[config.mk]
export PLATFORM = sky130hd
export DESIGN_NAME = pin_scan_seq
export DESIGN_NICKNAME = d
export VERILOG_FILES = /design/src/rtl/pin_scan_pkg.sv /design/src/rtl/pin_scan_tick.sv /design/src/rtl/pin_scan_seq.sv
export SDC_FILE = /design/constraint.sdc
export NUM_CORES = 1
export LEC_CHECK = 0
export CAP_MARGIN = 15
export CORE_MARGIN = 1
export CORE_UTILIZATION = 53
export DETAILED_ROUTE_END_ITERATION = 10
export PLACE_DENSITY = 0.78
export SLEW_MARGIN = 20
export SYNTH_ARGS = -nofsm -noshare
export SYNTH_HDL_FRONTEND = slang
export SYNTH_HIERARCHICAL = 1
export SYNTH_SLANG_ARGS = --single-unit
[constraint.sdc]
create_clock -name clk_i -period 26.3 [get_ports clk_i]
set_clock_uncertainty 0.1 [all_clocks]
set_input_delay 6.575 -clock clk_i [delete_from_list [all_inputs] [get_ports clk_i]]
set_output_delay 6.575 -clock clk_i [all_outputs]
set_load 0.1 [all_outputs]
[src/rtl/pin_scan_pkg.sv]
// Shared types and constants for the pin identification blink sequencer.
package pin_scan_pkg;

    // Sequencer phases of one blink frame.
    typedef enum logic [2:0] {
        IDLE   = 3'd0,
        LETTER = 3'd1,
        GAP1   = 3'd2,
        NUMBER = 3'd3,
        GAP2   = 3'd4
    } state_t;

    // Output mode selection.
    localparam logic [1:0] MODE_PATTERN = 2'b00;
    localparam logic [1:0] MODE_OFF     = 2'b01;
    localparam logic [1:0] MODE_ON      = 2'b10;
    localparam logic [1:0] MODE_WALK    = 2'b11;

    // Letter codes for the header row, A=1 .. Z=26.
    localparam logic [4:0] LTR_A = 5'd1,  LTR_B = 5'd2,  LTR_C = 5'd3,  LTR_D = 5'd4;
    localparam logic [4:0] LTR_E = 5'd5,  LTR_F = 5'd6,  LTR_G = 5'd7,  LTR_H = 5'd8;
    localparam logic [4:0] LTR_I = 5'd9,  LTR_J = 5'd10, LTR_K = 5'd11, LTR_L = 5'd12;
    localparam logic [4:0] LTR_M = 5'd13, LTR_N = 5'd14, LTR_O = 5'd15, LTR_P = 5'd16;
    localparam logic [4:0] LTR_Q = 5'd17, LTR_R = 5'd18, LTR_S = 5'd19, LTR_T = 5'd20;
    localparam logic [4:0] LTR_U = 5'd21, LTR_V = 5'd22, LTR_W = 5'd23, LTR_X = 5'd24;
    localparam logic [4:0] LTR_Y = 5'd25, LTR_Z = 5'd26;

    // Elaboration-time maximum, used to size the slot counter.
    function automatic int imax(input int a, input int b);
        return (a > b) ? a : b;
    endfunction

endpackage

[src/rtl/pin_scan_tick.sv]
// Slot prescaler: one-cycle tick every TICK_DIV clocks while enabled.
module pin_scan_tick
    import pin_scan_pkg::*;
#(
    parameter int TICK_DIV = 6250000
) (
    input  logic clk_i,
    input  logic rst_i,
    input  logic en_i,
    output logic tick_o
);

    localparam int CNTW = (TICK_DIV > 2) ? $clog2(TICK_DIV) : 1;

    logic [CNTW-1:0] cnt_q;
    logic [CNTW-1:0] cnt_d;
    logic            wrap;

    assign wrap   = (cnt_q == CNTW'(TICK_DIV - 1));
    assign tick_o = en_i && wrap;

    // Next count: held at zero while disabled so a re-enable restarts a full slot.
    always_comb begin
        cnt_d = cnt_q + CNTW'(1);
        if (!en_i || wrap) begin
            cnt_d = '0;
        end
    end

    // Prescaler counter register.
    always_ff @(posedge clk_i) begin
        if (rst_i) begin
            cnt_q <= '0;
        end else begin
            cnt_q <= cnt_d;
        end
    end

endmodule

[src/rtl/pin_scan_seq.sv]
// Multi-channel blink-code generator: shared prescaler and frame sequencer,
// per-channel pulse comparators, mode overrides and a registered output stage.
module pin_scan_seq
    import pin_scan_pkg::*;
#(
    parameter int              NUM_CH          = 16,
    parameter int              LW              = 5,
    parameter int              NW              = 4,
    parameter int              TICK_DIV        = 6250000,
    parameter int              GAP_SLOTS       = 3,
    parameter int              FRAME_GAP_SLOTS = 6,
    parameter logic [NUM_CH-1:0] INV_MASK      = {NUM_CH{1'b0}}
) (
    input  logic                       clk_i,
    input  logic                       rst_i,
    input  logic                       en_i,
    input  logic [1:0]                 mode_i,
    input  logic [NUM_CH*LW-1:0]       code_l_i,
    input  logic [NUM_CH*NW-1:0]       code_n_i,
    output logic [NUM_CH-1:0]          pin_o,
    output logic                       frame_o,
    output logic [$clog2(NUM_CH)-1:0]  walk_idx_o
);

    // Slot counter must hold the longest phase: a pulse phase is 2*code slots.
    localparam int SLOT_MAX = imax(imax(2 * ((1 << LW) - 1), 2 * ((1 << NW) - 1)),
                                   imax(GAP_SLOTS, FRAME_GAP_SLOTS));
    localparam int SW = $clog2(SLOT_MAX + 1);
    localparam int CW = imax(SW, imax(LW, NW));
    localparam int WW = $clog2(NUM_CH);

    logic                   tick;
    state_t                 state_q;
    logic [SW-1:0]          slot_q;
    logic [WW-1:0]          walk_idx_q;
    logic [NUM_CH*LW-1:0]   code_l_q;
    logic [NUM_CH*NW-1:0]   code_n_q;
    logic [LW-1:0]          lmax_q;
    logic [NW-1:0]          nmax_q;
    logic [LW-1:0]          lmax_d;
    logic [NW-1:0]          nmax_d;
    logic                   frame_q;
    logic [NUM_CH-1:0]      pin_q;
    logic [NUM_CH-1:0]      raw;
    logic [SW-1:0]          letter_last;
    logic [SW-1:0]          number_last;
    logic                   frame_start;

    pin_scan_tick #(
        .TICK_DIV (TICK_DIV)
    ) u_tick (
        .clk_i  (clk_i),
        .rst_i  (rst_i),
        .en_i   (en_i),
        .tick_o (tick)
    );

    // Largest incoming codes set the pulse-phase lengths of the next frame.
    always_comb begin
        lmax_d = '0;
        nmax_d = '0;
        for (int c = 0; c < NUM_CH; c++) begin
            if (code_l_i[c*LW +: LW] > lmax_d) lmax_d = code_l_i[c*LW +: LW];
            if (code_n_i[c*NW +: NW] > nmax_d) nmax_d = code_n_i[c*NW +: NW];
        end
    end

    assign letter_last = SW'({lmax_q, 1'b0}) - SW'(1);
    assign number_last = SW'({nmax_q, 1'b0}) - SW'(1);
    assign frame_start = tick && ((state_q == IDLE) ||
                         ((state_q == GAP2) && (slot_q == SW'(FRAME_GAP_SLOTS - 1))));

    // Frame sequencer: advances one slot per tick, latches codes at frame start.
    always_ff @(posedge clk_i) begin
        if (rst_i) begin
            state_q    <= IDLE;
            slot_q     <= '0;
            walk_idx_q <= '0;
            code_l_q   <= '0;
            code_n_q   <= '0;
            lmax_q     <= '0;
            nmax_q     <= '0;
            frame_q    <= 1'b0;
        end else begin
            frame_q <= 1'b0;
            if (!en_i) begin
                state_q <= IDLE;
                slot_q  <= '0;
            end else if (frame_start) begin
                code_l_q <= code_l_i;
                code_n_q <= code_n_i;
                lmax_q   <= lmax_d;
                nmax_q   <= nmax_d;
                frame_q  <= 1'b1;
                slot_q   <= '0;
                state_q  <= (lmax_d == '0) ? GAP1 : LETTER;
                // Walk steps only between consecutive frames, not on a cold start.
                if (state_q == GAP2) begin
                    walk_idx_q <= (walk_idx_q == WW'(NUM_CH - 1)) ? '0 : walk_idx_q + WW'(1);
                end
            end else if (tick) begin
                case (state_q)
                    LETTER: begin
                        if (slot_q == letter_last) begin
                            state_q <= GAP1;
                            slot_q  <= '0;
                        end else begin
                            slot_q <= slot_q + SW'(1);
                        end
                    end
                    GAP1: begin
                        if (slot_q == SW'(GAP_SLOTS - 1)) begin
                            state_q <= (nmax_q == '0) ? GAP2 : NUMBER;
                            slot_q  <= '0;
                        end else begin
                            slot_q <= slot_q + SW'(1);
                        end
                    end
                    NUMBER: begin
                        if (slot_q == number_last) begin
                            state_q <= GAP2;
                            slot_q  <= '0;
                        end else begin
                            slot_q <= slot_q + SW'(1);
                        end
                    end
                    GAP2: begin
                        slot_q <= slot_q + SW'(1);
                    end
                    default: begin
                        state_q <= IDLE;
                        slot_q  <= '0;
                    end
                endcase
            end
        end
    end

    // Per-channel comparators: pulse on even slots while slot/2 is below the code.
    for (genvar c = 0; c < NUM_CH; c++) begin : g_ch
        logic [LW-1:0] cl;
        logic [NW-1:0] cn;
        logic          pulse;
        logic          walk_ok;

        assign cl = code_l_q[c*LW +: LW];
        assign cn = code_n_q[c*NW +: NW];

        assign pulse = !slot_q[0] &&
                       (((state_q == LETTER) && (CW'(slot_q[SW-1:1]) < CW'(cl))) ||
                        ((state_q == NUMBER) && (CW'(slot_q[SW-1:1]) < CW'(cn))));

        assign walk_ok = (mode_i != MODE_WALK) || (walk_idx_q == WW'(c));

        assign raw[c] = en_i && ((mode_i == MODE_ON) ||
                                 ((mode_i != MODE_OFF) && walk_ok && pulse));
    end

    // Output stage: polarity applied and registered one cycle behind the sequencer.
    always_ff @(posedge clk_i) begin
        if (rst_i) begin
            pin_q <= INV_MASK;
        end else begin
            pin_q <= raw ^ INV_MASK;
        end
    end

    assign pin_o      = pin_q;
    assign frame_o    = frame_q;
    assign walk_idx_o = walk_idx_q;

endmodule

**After elaboration in Yosys (flattened, before gate mapping)**

Index checks and enable logic that the tools add are counted.

- Add/subtract/negate cells: 5
- $mul: 0
- Divide/modulo/power cells: 0
- Order comparisons: 64
- Eq/ne operators: 31
- Shift-type cells: 0
- Mux-type cells: 46
- Bitwise operators: 1
- Reductions and logical operators: 162

Operators by type and width:

| kind | count |
|---|---|
| logical AND 1 bit | 99 |
| less-than comparator 5 x 4 -> 1 bit | 16 |
| less-than comparator 5 bit | 16 |
| 2-to-1 mux 5 bit | 16 |
| > comparator 5 bit | 15 |
| 2-to-1 mux 4 bit | 17 |
| > comparator 4 bit | 15 |
| logical OR 1 bit | 50 |
| equality test 4 bit, second input constant | 8 |
| case mux 6 bit (4 select lines) | 1 |
| adder 23 x 1 -> 23 bit, second input constant | 1 |
| equality test 23 bit, second input constant | 1 |
| 2-to-1 mux 3 bit | 6 |
| 2-to-1 mux 6 bit | 3 |
| equality test 4 x 3 -> 1 bit, second input constant | 4 |
| equality test 6 bit | 2 |
| case mux 3 bit (4 select lines) | 1 |
| != test 3 bit, second input constant | 3 |
| equality test 4 x 2 -> 1 bit, second input constant | 2 |
| zero test 4 bit | 2 |
| adder 6 x 1 -> 6 bit, second input constant | 1 |
| equality test 3 x 2 -> 1 bit, second input constant | 2 |
| equality test 6 x 2 -> 1 bit, second input constant | 1 |
| equality test 6 x 3 -> 1 bit, second input constant | 1 |
| 23 further kinds | 26 |

- Flip-flop bits (word level): 206
- Latch bits: 0
- RAM bits: 0
- Bits in read-only memories: 0
- Input bits: 149
- Memories: 0

**Logic depth before layout (Yosys ltp)**

- Word-level depth: 35
- Depth in mapped cells: 124

**Modules after synthesis**

The synthesis kept the hierarchy.

Modules (own cells, without submodules):

| module | times used | cells each | area each (µm²) | sequential area each (µm²) |
|---|---|---|---|---|
| pin_scan_seq | 1 | 2065 | 15337.2 | 3663.5 |
| pin_scan_tick | 1 | 126 | 1078.5 | 460.4 |

**Worst setup path before layout**

OpenSTA, ideal clock, no wires.

- Kind: input port to flip-flop
- Start: in code_l_i[4]
- End: reg state_q[1]
- Setup time: 0.059 ns
- Arrival time: 27.342 ns
- Required time: 26.141 ns
- Slack: -1.201 ns
- Stages on the path: 110
- Cell sequence: inv_1 -> ha_1 -> and3_2 -> o21ai_4 -> a22oi_4 -> mux2i_1 -> ha_1 -> nor2b_1 -> o31ai_1 -> a21o_1 -> nor3_1 -> a21oi_1 -> inv_1 -> ha_1 -> nor2b_1 -> o31ai_1 -> a21oi_1 -> nand2_1 -> [74 not listed] -> nand3_1 -> o22ai_1 -> a21oi_1 -> nor2_1 -> a22oi_1 -> a21boi_0 -> ha_1 -> nand2_1 -> o22ai_1 -> a21oi_1 -> inv_1 -> and3_1 -> clkbuf_1 -> and3_1 -> a2111oi_0 -> nand4_1 -> a211oi_1 -> o21ba_1

- Longest elaborated chain between the ends: 35

RTL lines:

| element | line | text |
|---|---|---|
| start: declaration | pin_scan_seq.sv:18 | `input logic [NUM_CH*LW-1:0] code_l_i,` |
| > comparator 5 x 1 -> 1 bit | pin_scan_seq.sv:63 | `if (code_l_i[c*LW +: LW] > lmax_d) lmax_d = code_l_i[c*LW +: LW];` |
| 2-to-1 mux 5 bit * | pin_scan_seq.sv:63 |  |
| > comparator 5 bit | pin_scan_seq.sv:63 |  |
| 2-to-1 mux 5 bit * | pin_scan_seq.sv:63 |  |
| > comparator 5 bit | pin_scan_seq.sv:63 |  |
| 2-to-1 mux 5 bit * | pin_scan_seq.sv:63 |  |
| > comparator 5 bit | pin_scan_seq.sv:63 |  |
| 2-to-1 mux 5 bit * | pin_scan_seq.sv:63 |  |
| [19 not listed] | - |  |
| 2-to-1 mux 5 bit * | pin_scan_seq.sv:63 |  |
| > comparator 5 bit | pin_scan_seq.sv:63 |  |
| 2-to-1 mux 5 bit * | pin_scan_seq.sv:63 |  |
| > comparator 5 bit | pin_scan_seq.sv:63 |  |
| 2-to-1 mux 5 bit * | pin_scan_seq.sv:63 |  |
| zero test 5 bit * | pin_scan_seq.sv:96 | `state_q <= (lmax_d == '0) ? GAP1 : LETTER;` |
| 2-to-1 mux 2 bit * | pin_scan_seq.sv:96 |  |
| 2-to-1 mux 3 bit * | pin_scan_seq.sv:89 | `end else if (frame_start) begin` |
| end signal: assignment | pin_scan_seq.sv:96 |  |
| end signal: assignment | pin_scan_seq.sv:113 | `state_q <= (nmax_q == '0) ? GAP2 : NUMBER;` |
| end: declaration | pin_scan_seq.sv:33 | `state_t state_q;` |

Every way passes the cells marked *; elsewhere a longest branch is shown, timed or not.
A chain may end at the register's enable or synchronous reset.

**Final worst setup path**

- Start: in code_l_i[2]
- End: reg state_q[0]

Same word-level chain as after synthesis.

==> results.json <==
{
  "drive_above_1_share": 0.182,
  "grt_pass1_vias": 15600,
  "synth.top_cells.by_area": "dfxtp_1 (25%), ha_1 (20%), nand2_1 (8.6%)",
  "outcome": "finished, final reports clean",
  "hold_violations": 0,
  "grt.overflow.total": 0,
  "max_freq_mhz": 38.5,
  "avgViaCountPerCell": 5.84,
  "grt_use_total": 0.287,
  "die_area_um2": 31700,
  "critical_path.max_fanout": 7,
  "period_needed_ns": 25.97,
  "fin_crit_sh": 0.988,
  "clock-root-buffer": "clkbuf_16",
  "cts_tree": "done",
  "grt_pass1_wl_um": 74600,
  "drc": 0,
  "crit_start": "code_l_i[2]",
  "place_congestion": 0.966,
  "hp-start": "code_n_q[31]",
  "drt_iter0_markers": 1052,
  "grt_start_max_net_pins": 86,
  "yosysSeqAreaShare": 0.251,
  "setup_slack_ns": 0.327,
  "cts_max_level": 1,
  "use_met3": 0.0347,
  "antenna_found_initial": 1,
  "synth-edff-count": 0,
  "start_util": 0.538,
  "r2r-start": "u_tick/cnt_q[0]",
  "clk_pin_slew_worst_paths_ns": 0.06,
  "preCtsSetupSlack_ns": -1.40,
  "setup_viol": 0,
  "drtAntennaViolNets": 0,
  "yosysTopAreaCell": "dfxtp_1",
  "fp.dieH_um": 178,
  "cts_buffers": 22,
  "crit_arrival_ns": 26.22,
  "wirelength_um": 49100,
  "netlist_area_um2": 16400,
  "synth-async-reset-ratio": 0,
  "startpoint_type": "primary input",
  "row_count": 64,
  "area_growth_syn_to_layout_pct": 31.3,
  "slew_headroom": 0.289,
  "hpwlAfterDp_um": 34300,
  "criticalPathCategory": "primary input to flip-flop",
  "hold_slack_ns": 0.352,
  "vias": 16700,
  "die_w_um": 178,
  "synth_cell_types": 82,
  "cp_slowest_cell": "a311oi_1",
  "grtUsageMet1": 0.358,
  "port_buffers": 169,
  "core-area_um2": 30500,
  "yosys_warnings": 6,
  "syn_nets": 2597,
  "postSynthCellCount": 2191,
  "slew_violations": 0,
  "cp_slowest_stage_delay_ns": 0.38,
  "hold_path_class": "flip-flop to flip-flop",
  "first_pass_iters": 5,
  "clock_sinks": 206,
  "nets": 2853,
  "cts_buffer_depth": 3,
  "grt.busiest_layer": "met2",
  "crit_top_cell": "a21oi_2",
  "routedWlPerCell_um": 17.2,
  "synth_ff_type": "dfxtp_1",
  "synth_top_area_frac": 0.251,
  "worstMarginPinSlew_ns": 1.07,
  "synth_seq_cells": 206,
  "cp.required_ns": 26.55,
  "drv_cap": 0,
  "use_met2": 0.504,
  "clk_latency_ns": 0.50,
  "cp-end-kind": "flip-flop",
  "avgSynthCellArea_um2": 7.49,
  "ios": 170
}
registers in the layout (all words and copies together), names as in the netlist:
register      cells
code_l_q         80
code_n_q         64
u_tick/cnt_q     23
pin_o            16
slot_q            6
lmax_q            5
nmax_q            4
walk_idx_o        4
state_q           3
frame_o           1
kinds of logic after synthesis:
family	Yosys count	share of synthesized area
XOR/XNOR	26	0.0139
adder cells (fa/ha/maj)	257	0.196
AO/OA/AOI/OAI	635	0.242
buffers and inverters	298	0.0687
AND/OR/NAND/NOR	727	0.200
multiplexers	42	0.0282
flip-flops	206	0.251
layout make-up:
class	instances	area [um^2]
inverters	209	785
diodes	1	2.50
flip-flops and latches	206	4130
clock inverters	9	47.5
fillers	2348	8960
repair buffers	321	2890
clock buffers	30	652
well taps	396	495
multi-input cells	1687	12500
layer usage:
layer	routed length, um	share of wire
met1	20700	0.42
met2	23800	0.49
met3	2540	0.052
met4	1980	0.040
met5	0	0
synthesized netlist by cell type, types with 10 or more instances:
cell	count
o21a_1	51
nor2b_1	27
nand2b_1	45
a211oi_1	33
a21oi_1	245
a21o_1	16
and3_1	22
xnor2_1	17
a21boi_0	40
o21ai_1	13
ha_1	257
clkbuf_1	84
nor3_1	23
nor2_1	121
nand4_1	16
nand2_1	375
dfxtp_1	206
o31ai_1	19
inv_1	208
nand3_1	44
mux2i_1	26
a31oi_1	11
o21ai_0	111
mux2_2	10
and2_1	10
metrics by stage:
stage / cells / instance area, um^2 / setup TNS [ns] / util
after floorplan: 2191 / 16500 / -0.00678 / -
after global placement: 2756 / 19000 / -1.54 / 0.623
after detailed placement: 2756 / 19000 / -10.65 / 0.623
after CTS: 2805 / 19900 / 0 / 0.653
after global routing: 2859 / 21500 / -2.95 / 0.706
final: 2859 / 21500 / 0 / 0.706
critical path, delay by kind of cell:
family	cells	cell delay, ns
compound gates	49	8.46
buf+inv	19	2.29
fa+ha+maj	15	4.02
mux	6	1.61
simple gates	23	3.18
timing repair:
action                                  CTS  global route
endpoints found under the setup margin   11            11
pin swaps                                 8           122
setup buffers                            10            52
gates resized for setup                  44           281
hold buffers                              0             0
cloned                                    0             1
cell usage in the layout (no fill, tap or decap), types with 17 or more instances in the layout:
master / synthesis / routed
a211oi_1: 33 / 26
a21boi_0: 40 / 39
a21oi_1: 245 / 216
a21oi_2: 1 / 27
buf_4: 0 / 137
clkbuf_16: 0 / 23
clkdlybuf4s50_1: 0 / 151
dfxtp_1: 206 / 203
ha_1: 257 / 229
ha_4: 0 / 25
inv_1: 208 / 198
nand2_1: 375 / 367
nand2b_1: 45 / 44
nand3_1: 44 / 38
nor2_1: 121 / 110
nor3_1: 23 / 19
o21a_1: 51 / 49
o21ai_0: 111 / 80
o21ai_2: 1 / 21
xnor2_1: 17 / 17
final timing paths:
kind	endpoint	slack, ns	depth (start not counted)
worst min-delay path	code_n_q[31]	0.35	2
worst min register to register	code_n_q[31]	0.35	2
worst max register to register	lmax_q[1]	22.54	10
worst max-delay path	state_q[0]	0.33	112
Power is not shown: default switching activity piles up to over one toggle a cycle in this logic, so the estimate is an artifact.
